**config.mk**
```make
export PLATFORM = sky130hd
export DESIGN_NAME = cache_control
export DESIGN_NICKNAME = d
export VERILOG_FILES = /design/src/rtl/cache_control_pkg.sv /design/src/rtl/cache_control_lru.sv /design/src/rtl/cache_control.sv
export SDC_FILE = /design/constraint.sdc
export NUM_CORES = 1
export LEC_CHECK = 0
export ABC_AREA = 1
export CORE_ASPECT_RATIO = 0.9
export CORE_UTILIZATION = 42
export CTS_CLUSTER_SIZE = 14
export DETAILED_ROUTE_END_ITERATION = 12
export PLACE_DENSITY = 0.74
export SLEW_MARGIN = 20
export SYNTH_ARGS = -nofsm -noshare
export SYNTH_HDL_FRONTEND = slang
export SYNTH_SLANG_ARGS = --single-unit
```
**constraint.sdc**
```tcl
create_clock -name clk -period 1.5 [get_ports clk]
set_clock_uncertainty 0.1 [all_clocks]
set_input_delay 0.3 -clock clk [delete_from_list [all_inputs] [get_ports clk]]
set_output_delay 0.3 -clock clk [all_outputs]
set_load 0.005 [all_outputs]
```
**src/rtl/cache_control_pkg.sv**
```systemverilog
// Shared types and sizing for the 2-way set-associative L1 cache controller.
package cache_control_pkg;

  localparam int NUM_SETS = 8;
  localparam int NUM_WAYS = 2;
  localparam int INDEX_W  = $clog2(NUM_SETS);

  typedef logic [8:0]         cache_tag;
  typedef logic [INDEX_W-1:0] cache_index;
  typedef logic [3:0]         cache_offset;

  typedef enum logic [1:0] {
    IDLE,
    WRITEBACK,
    ALLOCATE
  } cache_ctrl_state_t;

endpackage

```
**src/rtl/cache_control_lru.sv**
```systemverilog
// Per-set LRU bit array: each bit names the way to evict next in that set.
module cache_lru
  import cache_control_pkg::*;
#(
  parameter int SETS = NUM_SETS
) (
  input  logic               clk,
  input  logic               rst,
  input  logic [INDEX_W-1:0] index,
  input  logic               load,
  input  logic               value,
  output logic               lru
);

  logic [SETS-1:0] bits;

  always_ff @(posedge clk or posedge rst) begin
    if (rst) begin
      bits <= '0;
    end else if (load) begin
      bits[index] <= value;
    end
  end

  assign lru = bits[index];

endmodule

```
**src/rtl/cache_control.sv**
```systemverilog
// Sequencing FSM for the 2-way L1 cache: hit service, dirty writeback, line allocate.
module cache_control
  import cache_control_pkg::*;
(
  input  logic               clk,
  input  logic               rst,
  input  logic               mem_read,
  input  logic               mem_write,
  output logic               mem_resp,
  input  logic [INDEX_W-1:0] index,
  input  logic               hit,
  input  logic               compare0,
  input  logic               compare1,
  input  logic               valid0,
  input  logic               valid1,
  input  logic               dirty0,
  input  logic               dirty1,
  output logic               load_data0,
  output logic               load_data1,
  output logic               load_tag0,
  output logic               load_tag1,
  output logic               load_valid0,
  output logic               load_valid1,
  output logic               load_dirty0,
  output logic               load_dirty1,
  output logic               dirty_in,
  output logic               data_sel,
  output logic               pmem_addr_sel,
  output logic               way_sel,
  output logic               pmem_read,
  output logic               pmem_write,
  input  logic               pmem_resp
);

  cache_ctrl_state_t state;
  logic              victim;
  logic              lru_way;
  logic              lru_load;
  logic              lru_value;
  logic              req;
  logic              hit_now;
  logic              victim_dirty;
  logic [1:0]        ld_data, ld_tag, ld_valid, ld_dirty;

  assign req          = mem_read | mem_write;
  assign hit_now      = req & hit & (compare0 | compare1);
  assign victim_dirty = lru_way ? (valid1 & dirty1) : (valid0 & dirty0);

  cache_lru #(.SETS(NUM_SETS)) u_lru (
    .clk   (clk),
    .rst   (rst),
    .index (index),
    .load  (lru_load),
    .value (lru_value),
    .lru   (lru_way)
  );

  // The victim is latched on the miss so a changing index cannot redirect the fill.
  always_ff @(posedge clk or posedge rst) begin
    if (rst) begin
      state  <= IDLE;
      victim <= 1'b0;
    end else begin
      case (state)
        IDLE: begin
          if (req && !hit) begin
            victim <= lru_way;
            state  <= victim_dirty ? WRITEBACK : ALLOCATE;
          end
        end
        WRITEBACK: if (pmem_resp) state <= ALLOCATE;
        ALLOCATE:  if (pmem_resp) state <= IDLE;
        default:   state <= IDLE;
      endcase
    end
  end

  // Hit response is Mealy; everything is forced low while reset is held.
  always_comb begin
    mem_resp      = 1'b0;
    ld_data       = 2'b00;
    ld_tag        = 2'b00;
    ld_valid      = 2'b00;
    ld_dirty      = 2'b00;
    dirty_in      = 1'b0;
    data_sel      = 1'b0;
    pmem_addr_sel = 1'b0;
    way_sel       = 1'b0;
    pmem_read     = 1'b0;
    pmem_write    = 1'b0;
    lru_load      = 1'b0;
    lru_value     = 1'b0;
    if (!rst) begin
      case (state)
        IDLE: begin
          if (hit_now) begin
            mem_resp  = 1'b1;
            way_sel   = compare1;
            lru_load  = 1'b1;
            lru_value = ~compare1;
            if (mem_write) begin
              ld_data[compare1]  = 1'b1;
              ld_dirty[compare1] = 1'b1;
              dirty_in           = 1'b1;
            end
          end
        end
        WRITEBACK: begin
          pmem_write    = 1'b1;
          pmem_addr_sel = 1'b1;
          way_sel       = victim;
        end
        ALLOCATE: begin
          pmem_read = 1'b1;
          data_sel  = 1'b1;
          way_sel   = victim;
          if (pmem_resp) begin
            ld_data[victim]  = 1'b1;
            ld_tag[victim]   = 1'b1;
            ld_valid[victim] = 1'b1;
            ld_dirty[victim] = 1'b1;
          end
        end
        default: begin
        end
      endcase
    end
  end

  assign {load_data1, load_data0}   = ld_data;
  assign {load_tag1, load_tag0}     = ld_tag;
  assign {load_valid1, load_valid0} = ld_valid;
  assign {load_dirty1, load_dirty0} = ld_dirty;

endmodule
```
==> impl_metrics.py <==
metrics = {
    "sta": {
        "slew_viol_final": 0,
        "final.setup.worst_slack_ps": -433,
        "period_share_pct": 129,
        "setup_violations": 25,
        "hold_viol_final": 0,
        "rsz0062_at_grt": "yes",
        "relSlewSlack_pct": 79.4,
        "worstMarginPinSlew_ps": 308,
        "min_period_ps": 1930,
        "fmax_mhz": 517,
    },
    "synthesis": {
        "yosysSeqAreaShare_pct": 27.6,
        "ys_types": 19,
        "syn_inst": 158,
        "yosys_warnings": 0,
        "synth_top_area_cell": "dfrtp_1",
        "ys_seq_elements": 11,
        "synth_area_leaders": "dfrtp_1 28%, inv_1 14%, nand2_1 13%",
        "syn_nets": 177,
        "syn_area_um2": 998,
        "avgSynthCellArea_um2": 6.32,
        "synth_top_cell_area_share_pct": 27.6,
    },
    "global_route": {
        "grt_pass1_wl_mm": 3.90,
        "grt-ovfl-total": 0,
        "antenna_found_initial": 0,
        "grt_start_max_net_pins": 20,
        "grt_pass1_vias": 1042,
        "grt.total_usage_pct": 20.7,
    },
    "critical_path": {
        "startpoint_type": "flip-flop",
        "path_max_fanout": 3,
        "ff2ff_path_depth": 10,
        "crit_start": "state[0]$_DFFE_PP0P_",
        "endpoint": "load_data0",
        "r2r-start": "state[0]$_DFFE_PP0P_",
        "end_kind": "primary output",
        "r2r_end": "state[1]$_DFFE_PP0P_",
        "rrSetupSlack_ps": -150,
        "crit_required_ps": 1100,
        "worstPathArrival_ps": 1530,
        "path_class": "reg -> out",
    },
    "die": {
        "start_util_pct": 45.3,
        "die_h_um": 48.3,
        "die_area_um2": 2580,
        "row_count": 16,
        "coreArea_um2": 2200,
        "die_w_um": 53.4,
        "pin_count": 30,
    },
    "placed_design": {
        "place_area_um2": 1410,
        "gp_congestion": 0.804,
        "port_buffers": 29,
        "dp_hpwl_mm": 1.72,
    },
    "power": {
        "p_per_area_nw_per_um2": 1200,
        "p_leak_nw": 0.861,
        "ir_worst_vdd_mv": 0.770,
        "finalPower_w": 0.00201,
    },
    "final_layout": {
        "multi_input_area_um2": 714,
        "diodes": 0,
        "areaGrowthSynthToFinish_pct": 67.8,
        "ff_latch_area_um2": 275,
        "fillers": 151,
        "fin_area_um2": 1680,
        "nets": 229,
        "drive_gt1_share_pct": 45.9,
    },
    "detailed_routing": {
        "drc_errors": 0,
        "vias": 1130,
        "drtAntennaViolNets": 0,
        "viasPerCell": 4.79,
        "drtIter0Drc": 19,
        "wire_per_inst_um": 13.1,
        "routed_wl_mm": 3.09,
        "drtPass1Iterations": 4,
    },
    "clocking": {
        "cts_sinks": 11,
        "clkLatencyLatePin_ps": 270,
        "holdBufCountCts": 0,
        "cts-root-buf": "clkbuf_4",
        "htree_num_levels": 1,
        "cts_tree": "yes",
        "clockBufferDepth": 2,
        "numCtsBuffers": 3,
        "clk_pin_slew_ps": 70,
    },
    "hold_path": {
        "hp-start": "u_lru.bits[7]$_DFFE_PP0P_",
        "hold_class": "reg -> reg",
    },
    "status": {
        "violations": "setup timing",
        "status": "finished, violations left",
    },
    "flow_run": {
        "drv_cap": 0,
    },
}
## metrics by stage
step / hold WS, ps / cells / setup TNS, ps / util, % / setup WS [ps]
after floorplan: 191 / 158 / -206 / - / -105
after global placement: 423 / 224 / -11750 / 64.0 / -833
after detailed placement: 429 / 224 / -12410 / 64.0 / -868
after CTS: 447 / 233 / -4880 / 67.0 / -383
after global routing: 471 / 236 / -6700 / 76.1 / -522
final: 445 / 236 / -5070 / 76.1 / -433
## critical path, cell delays in order, from the launching register on
cell	delay [ps]
dfrtp_1	410
inv_2	120
ha_4	150
inv_4	50
nor2_8	80
nand3_2	100
a21oi_2	200
buf_2	140
## final cells by class
cell class	instances	area share (%)
Multi-Input combinational cell	97	42.6
Timing Repair Buffer	56	27.6
Sequential cell	11	16.4
Inverter	41	9.78
Tap cell	27	2.02
Clock buffer	4	1.57
## state kept, by name, indices dropped and copies added, names as in the netlist
name and flops:
victim 1, state 2, u_lru.bits 8
## placed cells by master, fill, tap and decap left out
master,Yosys,final
a21oi_4,0,1
ha_2,0,1
nor2_8,1,1
clkdlybuf4s50_1,0,8
nand3_1,17,6
dlygate4sd2_1,0,5
o21ai_2,0,5
inv_4,0,1
nand3_2,0,5
dfrtp_1,11,11
nand2_1,35,32
buf_6,1,6
o21ai_0,2,1
nand3_4,1,7
inv_2,2,8
buf_12,0,2
a21oi_2,0,4
inv_8,1,1
clkbuf_4,0,3
clkbuf_1,0,1
nand2_4,1,1
nor2_1,19,13
buf_2,0,14
nand2_2,0,3
clkbuf_2,0,1
nor3_4,0,1
or2_2,2,2
o21ai_1,8,4
dlymetal6s2s_1,0,1
nor2_4,0,2
inv_1,38,31
nor2_2,1,5
ha_4,0,3
buf_4,8,19
## where the power goes
part / total (W) / internal [W] / switching (W)
Clock: 0.000211 / 0.000103 / 0.000108
Combinational: 0.00134 / 0.000642 / 0.000700
Sequential: 0.000452 / 0.000405 / 0.0000467
## cells in the mapped netlist
cell type / n
nor2_2: 1
dfrtp_1: 11
nand2_1: 35
nand3_4: 1
a21oi_1: 5
nand3_1: 17
or2_2: 2
inv_8: 1
nor2_1: 19
inv_2: 2
ha_1: 4
nand2_4: 1
nor2_8: 1
o21ai_0: 2
buf_4: 8
inv_1: 38
buf_6: 1
o21ai_1: 8
nor3_2: 1
## cell families after synthesis
kind of cell,synth area share [%]
flip-flops,27.6
adder cells (fa/ha/maj),5.01
buffers and inverters,23.3
AND/OR/NAND/NOR,36.6
AO/OA/AOI/OAI,7.52
## what timing repair did
item                       CTS  global route
pin swaps                   11            19
resized for setup           65            59
setup endpoints to repair   25            25
setup buffers                6             4
gates cloned                 0             0
## per-layer routing
metal / vias up / GRT usage [%] / wire length, um
met5: - / 0 / 0
met2: 35 / 44.5 / 1710
met3: 9 / 2.80 / 133
li1: 562 / - / -
met4: 0 / 6.84 / 53
met1: 524 / 20.5 / 1190
## how the worst min path moves through the flow
stage / endpoint / slack (ps) / cells past startpoint
3_5_place_dp: u_lru.bits[7]$_DFFE_PP0P_ / 430 / 4
5_1_grt: u_lru.bits[7]$_DFFE_PP0P_ / 470 / 4
4_1_cts: u_lru.bits[5]$_DFFE_PP0P_ / 450 / 4
3_3_place_gp: u_lru.bits[3]$_DFFE_PP0P_ / 420 / 4
6_report: u_lru.bits[7]$_DFFE_PP0P_ / 450 / 4
2_1_floorplan: state[0]$_DFFE_PP0P_ / 190 / 2
No activity file was read; power rests on OpenSTA's default activity.
